## config.mk

```make
export PLATFORM = sky130hd
export DESIGN_NAME = branch_sequencer
export DESIGN_NICKNAME = d
export VERILOG_FILES = /design/src/rtl/branch_sequencer.sv
export SDC_FILE = /design/constraint.sdc
export NUM_CORES = 1
export LEC_CHECK = 0
export CAP_MARGIN = 15
export CORE_ASPECT_RATIO = 0.5
export CORE_UTILIZATION = 50
export DETAILED_ROUTE_END_ITERATION = 7
export HOLD_SLACK_MARGIN = 0.12
export PLACE_DENSITY = 0.74
export SYNTH_ARGS = -nofsm -noshare
export SYNTH_HDL_FRONTEND = slang
export SYNTH_SLANG_ARGS = --single-unit
```

## constraint.sdc

```tcl
create_clock -name clk -period 4.05 [get_ports clk]
set_input_delay 0.81 -clock clk [delete_from_list [all_inputs] [get_ports clk]]
set_output_delay 0.81 -clock clk [all_outputs]
set_load 0.1 [all_outputs]
```

## src/rtl/branch_sequencer.sv

```systemverilog
// branch_sequencer: decode, static backward-taken/forward-not-taken prediction, alternate-path FIFO
// and one-cycle mispredict redirect. Define BRANCH_SEQ_STATS_EN for saturating pred/miss counters.
module branch_sequencer #(
    parameter int DEPTH = 4,
    localparam int PTR_W = $clog2(DEPTH)
) (
    input  logic        clk,
    input  logic        rst,
    input  logic [15:0] true_PC,
    input  logic [15:0] fetch_instr,
    input  logic        fetch_valid,
    input  logic [7:0]  stall_in,
    input  logic        resolve_valid,
    input  logic        resolve_taken,
    output logic [15:0] PC_next,
    output logic [15:0] LBPC,
    output logic        branch_fail,
    output logic        pred_stall,
    output logic        resolve_underflow
`ifdef BRANCH_SEQ_STATS_EN
    ,
    output logic [15:0] pred_count,
    output logic [15:0] miss_count
`endif
);
    logic [15:0] seq, tgt10, tgt13;
    logic is_cond, is_bra, is_bl, full, empty, resolving, mispredict, pop_ok, push;
    logic [PTR_W:0] count;
    logic [PTR_W-1:0] rd_ptr, wr_ptr;
    logic pred_q [DEPTH];
    logic [15:0] alt_q [DEPTH];

    always_comb begin
        seq = true_PC + 16'd2;
        tgt10 = seq + {{5{fetch_instr[9]}}, fetch_instr[9:0], 1'b0};
        tgt13 = seq + {{2{fetch_instr[12]}}, fetch_instr[12:0], 1'b0};
        is_cond = fetch_valid && fetch_instr[15:13] == 3'b001 && fetch_instr[12:10] != 3'b111;
        is_bra = fetch_valid && fetch_instr[15:13] == 3'b001 && fetch_instr[12:10] == 3'b111;
        is_bl = fetch_valid && fetch_instr[15:13] == 3'b000;
        full = count == (PTR_W+1)'(DEPTH);
        empty = count == '0;
        resolving = resolve_valid && !branch_fail && !empty;
        mispredict = resolving && resolve_taken != pred_q[rd_ptr];
        pop_ok = resolving && !mispredict;
        // a correct resolve frees a slot in the same cycle, so a full FIFO can still accept
        push = is_cond && stall_in == 8'd0 && !branch_fail && !mispredict && (!full || pop_ok);
        pred_stall = !rst && is_cond && full;
        PC_next = rst ? 16'd0 : pred_stall ? true_PC : is_cond ? (fetch_instr[9] ? tgt10 : seq) :
                  is_bra ? tgt10 : is_bl ? tgt13 : seq;
    end

    always_ff @(posedge clk or posedge rst) begin
        if (rst) begin
            count <= '0;
            rd_ptr <= '0;
            wr_ptr <= '0;
            LBPC <= 16'd0;
            branch_fail <= 1'b0;
            resolve_underflow <= 1'b0;
        end else begin
            branch_fail <= mispredict;
            resolve_underflow <= resolve_valid && !branch_fail && empty;
            if (mispredict) begin
                LBPC <= alt_q[rd_ptr];
                count <= '0;
                rd_ptr <= '0;
                wr_ptr <= '0;
            end else begin
                if (push) wr_ptr <= wr_ptr + PTR_W'(1);
                if (pop_ok) rd_ptr <= rd_ptr + PTR_W'(1);
                count <= count + (PTR_W+1)'(push) - (PTR_W+1)'(pop_ok);
            end
        end
    end

    // entry storage is only read while the FIFO is non-empty, so it needs no reset
    always_ff @(posedge clk) begin
        if (push) begin
            pred_q[wr_ptr] <= fetch_instr[9];
            alt_q[wr_ptr] <= fetch_instr[9] ? seq : tgt10;
        end
    end

`ifdef BRANCH_SEQ_STATS_EN
    always_ff @(posedge clk or posedge rst) begin
        if (rst) begin
            pred_count <= 16'd0;
            miss_count <= 16'd0;
        end else begin
            if (push && pred_count != 16'hFFFF) pred_count <= pred_count + 16'd1;
            if (mispredict && miss_count != 16'hFFFF) miss_count <= miss_count + 16'd1;
        end
    end
`endif
endmodule

```

# Yosys cells after proc, flatten, opt, wreduce, memory -nomap -nowiden

Memories as Yosys holds them, arrays and structs flattened. A register that Yosys moved wholly into a read port is not among the register bits.
Cells that the tools add are included.

Word-level logic and storage cells: 59
Output and inout bits: 35
Input port bits: 45
Bits in latches: 0
RAM bits: 68
Memories kept: 2
Flip-flop bits (word level): 9
Bits in read-only memories: 0

Memory list:

| name   | depth | width | rd ports | clocked after memory_dff | write ports | line | text |
|---|---|---|---|---|---|---|---|
| alt_q  | 4     | 16    | 1        | 1                        | 1           | 31   | `logic [15:0] alt_q [DEPTH];` |
| pred_q | 4     | 1     | 1        | 0                        | 1           | 30   | `logic pred_q [DEPTH];` |

Div/mod/pow operators: 0
Muxes and demuxes: 14
$mul: 0
$lt $le $gt $ge: 0
Shift operators: 0
Add/subtract/negate cells: 7
Bitwise gates (word level): 0
Reduce and logical (&&, ||, !) cells: 26
Eq/ne operators: 5

Operators with widths:

| kind                                                                  | number |
|---|---|
| 16-bit two-way mux                                                    | 7 |
| 16-bit adder                                                          | 2 |
| 16-bit by 2-bit adder with 16-bit output, second input constant       | 1 |
| 1-bit logical AND                                                     | 15 |
| 8-bit logical NOT                                                     | 1 |
| 2-bit two-way mux                                                     | 4 |
| 3-bit equality test, second input constant                            | 2 |
| 3-bit logical NOT                                                     | 2 |
| 1-bit logical NOT                                                     | 5 |
| 2-bit by 1-bit adder with 2-bit output, second input constant         | 2 |
| 2-bit nonzero test                                                    | 2 |
| 3-bit by 1-bit adder with 3-bit output                                | 1 |
| 3-bit by 1-bit equality test with 1-bit output, second input constant | 1 |
| 3-bit two-way mux                                                     | 1 |
| 3-bit inequality test, second input constant                          | 1 |
| 3-bit by 1-bit subtractor with 3-bit output                           | 1 |
| 1-bit two-way mux                                                     | 2 |
| 1-bit logical OR                                                      | 1 |
| 1-bit inequality test                                                 | 1 |

# Longest topological paths before layout

Depth after elaboration: 11
Mapped depth: 14

# Worst setup path before layout

No wires, ideal clock.

Kind: input port to output port
Start point: input true_PC[1]
End point: output PC_next[12]
Data arrival time: 6310 ps
Path slack: -3070 ps
Required time: 3240 ps
Stages: 12
Cells stage by stage: ha_1 > nand3_4 > nor2_1 > xor2_1 > ha_1 > and2_1 > a221o_1 > a221oi_1 > o21bai_1 > nand4_1 > o21ai_0 > nor4b_1

Word-level cells in the longest chain between the ends: 7

RTL lines:

| what                                         | line | text |
|---|---|---|
| start: declaration                           | 9    | `input logic [15:0] true_PC,` |
| 16-bit by 2-bit adder with 16-bit output (*) | 34   | `seq = true_PC + 16'd2;` |
| 16-bit adder                                 | 36   | `tgt13 = seq + {{2{fetch_instr[12]}}, fetch_instr[12:0], 1'b0};` |
| 16-bit two-way mux (2 in series)             | 49   | `is_bra ? tgt10 : is_bl ? tgt13 : seq;` |
| 16-bit two-way mux (*) (3 in series)         | 48   | `PC_next = rst ? 16'd0 : pred_stall ? true_PC : is_cond ? (fetch_instr[9] ? tgt10 : seq) :` |
| end: declaration                             | 15   | `output logic [15:0] PC_next,` |

Mark *: on every way between the ends. The rest lies on a longest branch, timed or not.

# Worst setup path in the final report

Start point: input true_PC[3]
End point: output PC_next[12]

Same word-level chain as after synthesis.

==> results.sh <==
export IMPL_outcome="finished, violations left"
export IMPL_violations="negative setup slack"
export IMPL_finClkSkew_ns=0.00544
export IMPL_finalHoldViolCount=0
export IMPL_rsz0062_at_grt="yes"
export IMPL_diodes=0
export IMPL_synth_seq_cells=93
export IMPL_die_h_um=77.9
export IMPL_ctsHoldBuffers=0
export IMPL_end_kind="output pin"
export IMPL_max_cap_viol_count=0
export IMPL_finalSetupViolations=7
export IMPL_crit_buf_inv=2
export IMPL_cp_required_ns=3.24
export IMPL_fin_crit_ns=4.49
export IMPL_io_buffers=79
export IMPL_final_common_cell="buf_4"
export IMPL_ys_warn_count=0
export IMPL_layout_common_cells="134 x buf_4, 68 x edfxtp_1, 48 x clkdlybuf4s50_1, 37 x nand2_1, 34 x nor2_1"
export IMPL_synth_cells=511
export IMPL_place_area_um2=7960
export IMPL_max_slew_worst_pin_slew_ns=0.996
export IMPL_grt_start_max_net_pins=26
export IMPL_drv_slew=0
export IMPL_dp_cells=827
export IMPL_arrival_ns=3.68
export IMPL_r2r_cells=9
export IMPL_post_route_util_pct=80.6
export IMPL_synth_area_um2=5760
export IMPL_cp_start_kind="input port"
export IMPL_ys_types=68
export IMPL_yosysSeqAreaShare_pct=46.3
export IMPL_fin_crit_sh_pct=111
export IMPL_area_growth_pct=55.6
export IMPL_finalPower_mw=4.34
export IMPL_postLayoutSetupSlackWorst_ns=-0.436
export IMPL_num_vias=5114
export IMPL_drt_iter0_markers=349
export IMPL_grt_pass1_vias=4919
export IMPL_vdd_drop_max_uv=409
export IMPL_ys_flop_type="edfxtp_1"
export IMPL_cts_tree="done"
export IMPL_pin_count=80
export IMPL_slowest_stage="nor4b_4"
export IMPL_routed_wl_mm=17.7
export IMPL_std_cell_rows=27
export IMPL_nets=795
export IMPL_syn_avg_cell_area_um2=11.3
export IMPL_stdcell_area_um2=8960
export IMPL_switching_share_pct=42.7
export IMPL_min_delay_start="LBPC[5]$_DFFE_PP0P_"
export IMPL_hold_path_class="flop to flop"
export IMPL_power_density_nw_per_um2=484
export IMPL_ant_nets=0
export IMPL_drc=0
export IMPL_min_to="LBPC[5]$_DFFE_PP0P_"
export IMPL_place_gp_congestion=0.938
export IMPL_slew_headroom_pct=33.4
export IMPL_viasPerCell=5.86
export IMPL_wl_per_cell_um=20.2
export IMPL_clock_path_buffers=2
export IMPL_dp_hpwl_mm=12.4
export IMPL_p_int_mw=2.48
export IMPL_core_area_um2=11100
export IMPL_insertion_delay_ns=0.34
export IMPL_max_clock_freq_mhz=223
export IMPL_whs_ns=0.503
export IMPL_p_seq_share_pct=28.4
export IMPL_clk_pin_slew_ns=0.06
export IMPL_place_ws_ns=-0.999
export IMPL_synthArstFlopShare_pct=26.9
export IMPL_critical_path_class="input port to output pin"
export IMPL_h_tree_depth=3
export IMPL_cts_sinks=93
export IMPL_p_comb_share_pct=53.1
export IMPL_overflow=0
export IMPL_synth_edf_count=68
export IMPL_synthesis_nets=583
export IMPL_r2r_end="count[2]$_DFF_PP0_"
export IMPL_cts_root_buf="clkbuf_16"
export IMPL_grt_total_usage_pct=30.5
export IMPL_p_leak_nw=3.54
export IMPL_grt_pass1_wl_mm=27.3
export IMPL_path_max_fanout=4
export IMPL_die_x_um=154
export IMPL_tns_ns=-2.61
export IMPL_path_cells="buf_6 -> and4_4 -> and3_4 -> nand2_4 -> xnor2_4 -> ha_4 -> and2_4 -> a221o_1 -> a221oi_2 -> nor3_2 -> xor2_1 -> nor2_2 -> nor4b_4 -> buf_12"
export IMPL_dieArea_um2=12000
export IMPL_fin_cells=872
export IMPL_critPathTopFamily="simple AND/OR/NAND/NOR gates"
export IMPL_cts_made_buffers=9
export IMPL_clkPwrFrac_pct=18.5
export IMPL_grt_antenna_before_repair=0
export IMPL_slowest_delay_ns=0.39
export IMPL_r2r_slack_ns=1.12
export IMPL_drive_above_1_share_pct=44.8
export IMPL_start_util_pct=51.8
export IMPL_firstDrtPassIters=5
export IMPL_min_path_cells=1
export IMPL_p_switching_mw=1.85
export IMPL_reg2reg_from="rd_ptr[0]$_DFFE_PP0P_"
-- sequential cells by signal, summed over array words and instances (netlist names) --
signal / cells
alt_q: 64
LBPC: 16
pred_q: 4
count: 3
rd_ptr: 2
wr_ptr: 2
branch_fail: 1
resolve_underflow: 1
-- power by group through the flow --
stage | clock network, mW | registers, mW | logic (mW)
finish | 0.803 | 1.23 | 2.30
global route | 0.836 | 1.24 | 2.41
CTS | 0.802 | 1.23 | 2.24
detailed placement | 0 | 1.25 | 2.14
global placement | 0 | 1.24 | 2.10
floorplan | 0 | 1.88 | 0.861
-- Yosys cell counts, drive strengths merged, types with 15 or more instances --
| cell | number | area, um^2 |
|---|---|---|
| clkbuf | 16 | 60.1 |
| o21ai | 25 | 125 |
| ha | 25 | 313 |
| mux2 | 20 | 225 |
| mux4 | 17 | 383 |
| xor2 | 15 | 131 |
| xnor2 | 18 | 165 |
| nand2 | 43 | 161 |
| dfrtp | 25 | 626 |
| a21oi | 23 | 119 |
| inv | 19 | 71.3 |
| nor2 | 46 | 175 |
| edfxtp | 68 | 2040 |
-- cell type report --
class / instances / area, um^2
fill: 599 / 2160
clock buffer: 9 / 225
clock inverter: 6 / 55.1
tap: 145 / 181
timing repair buffer: 224 / 2090
sequential: 93 / 2670
multi-input combinational: 376 / 3670
inverter: 19 / 73.8
-- per-layer routing --
metal  global-route usage, %  up-vias  wire length (um)
li1                        -     2342                 -
met1                    42.4     2554              7870
met2                    49.8      192              8480
met3                    4.13       26              1030
met4                    9.50        0               266
met5                       0        -                 0
-- logic make-up after synthesis --
family | count (synthesis) | share of synthesized area [%]
AND/OR/NAND/NOR | 155 | 13.6
AO/OA/AOI/OAI | 113 | 13.4
flip-flops | 93 | 46.3
multiplexers | 48 | 12.5
buffers and inverters | 42 | 2.85
XOR/XNOR | 33 | 5.15
adder cells (fa/ha/maj) | 27 | 6.13
-- worst max-delay path by stage --
stage | start | to | slack (ns) | cells after the start
2_1_floorplan | true_PC[4] | PC_next[13] | -0.72 | 11
3_3_place_gp | true_PC[1] | PC_next[15] | -0.97 | 15
3_5_place_dp | true_PC[1] | PC_next[15] | -1.0 | 15
4_1_cts | true_PC[2] | PC_next[13] | -0.44 | 16
5_1_grt | true_PC[2] | PC_next[12] | -0.51 | 15
6_report | true_PC[3] | PC_next[12] | -0.44 | 14
-- what timing repair did --
action	in CTS	in global routing
setup buffers	23	7
endpoints found under the setup margin	20	13
pin swaps	58	37
resized for setup	90	39
No activity file was read; power rests on OpenSTA's default activity.
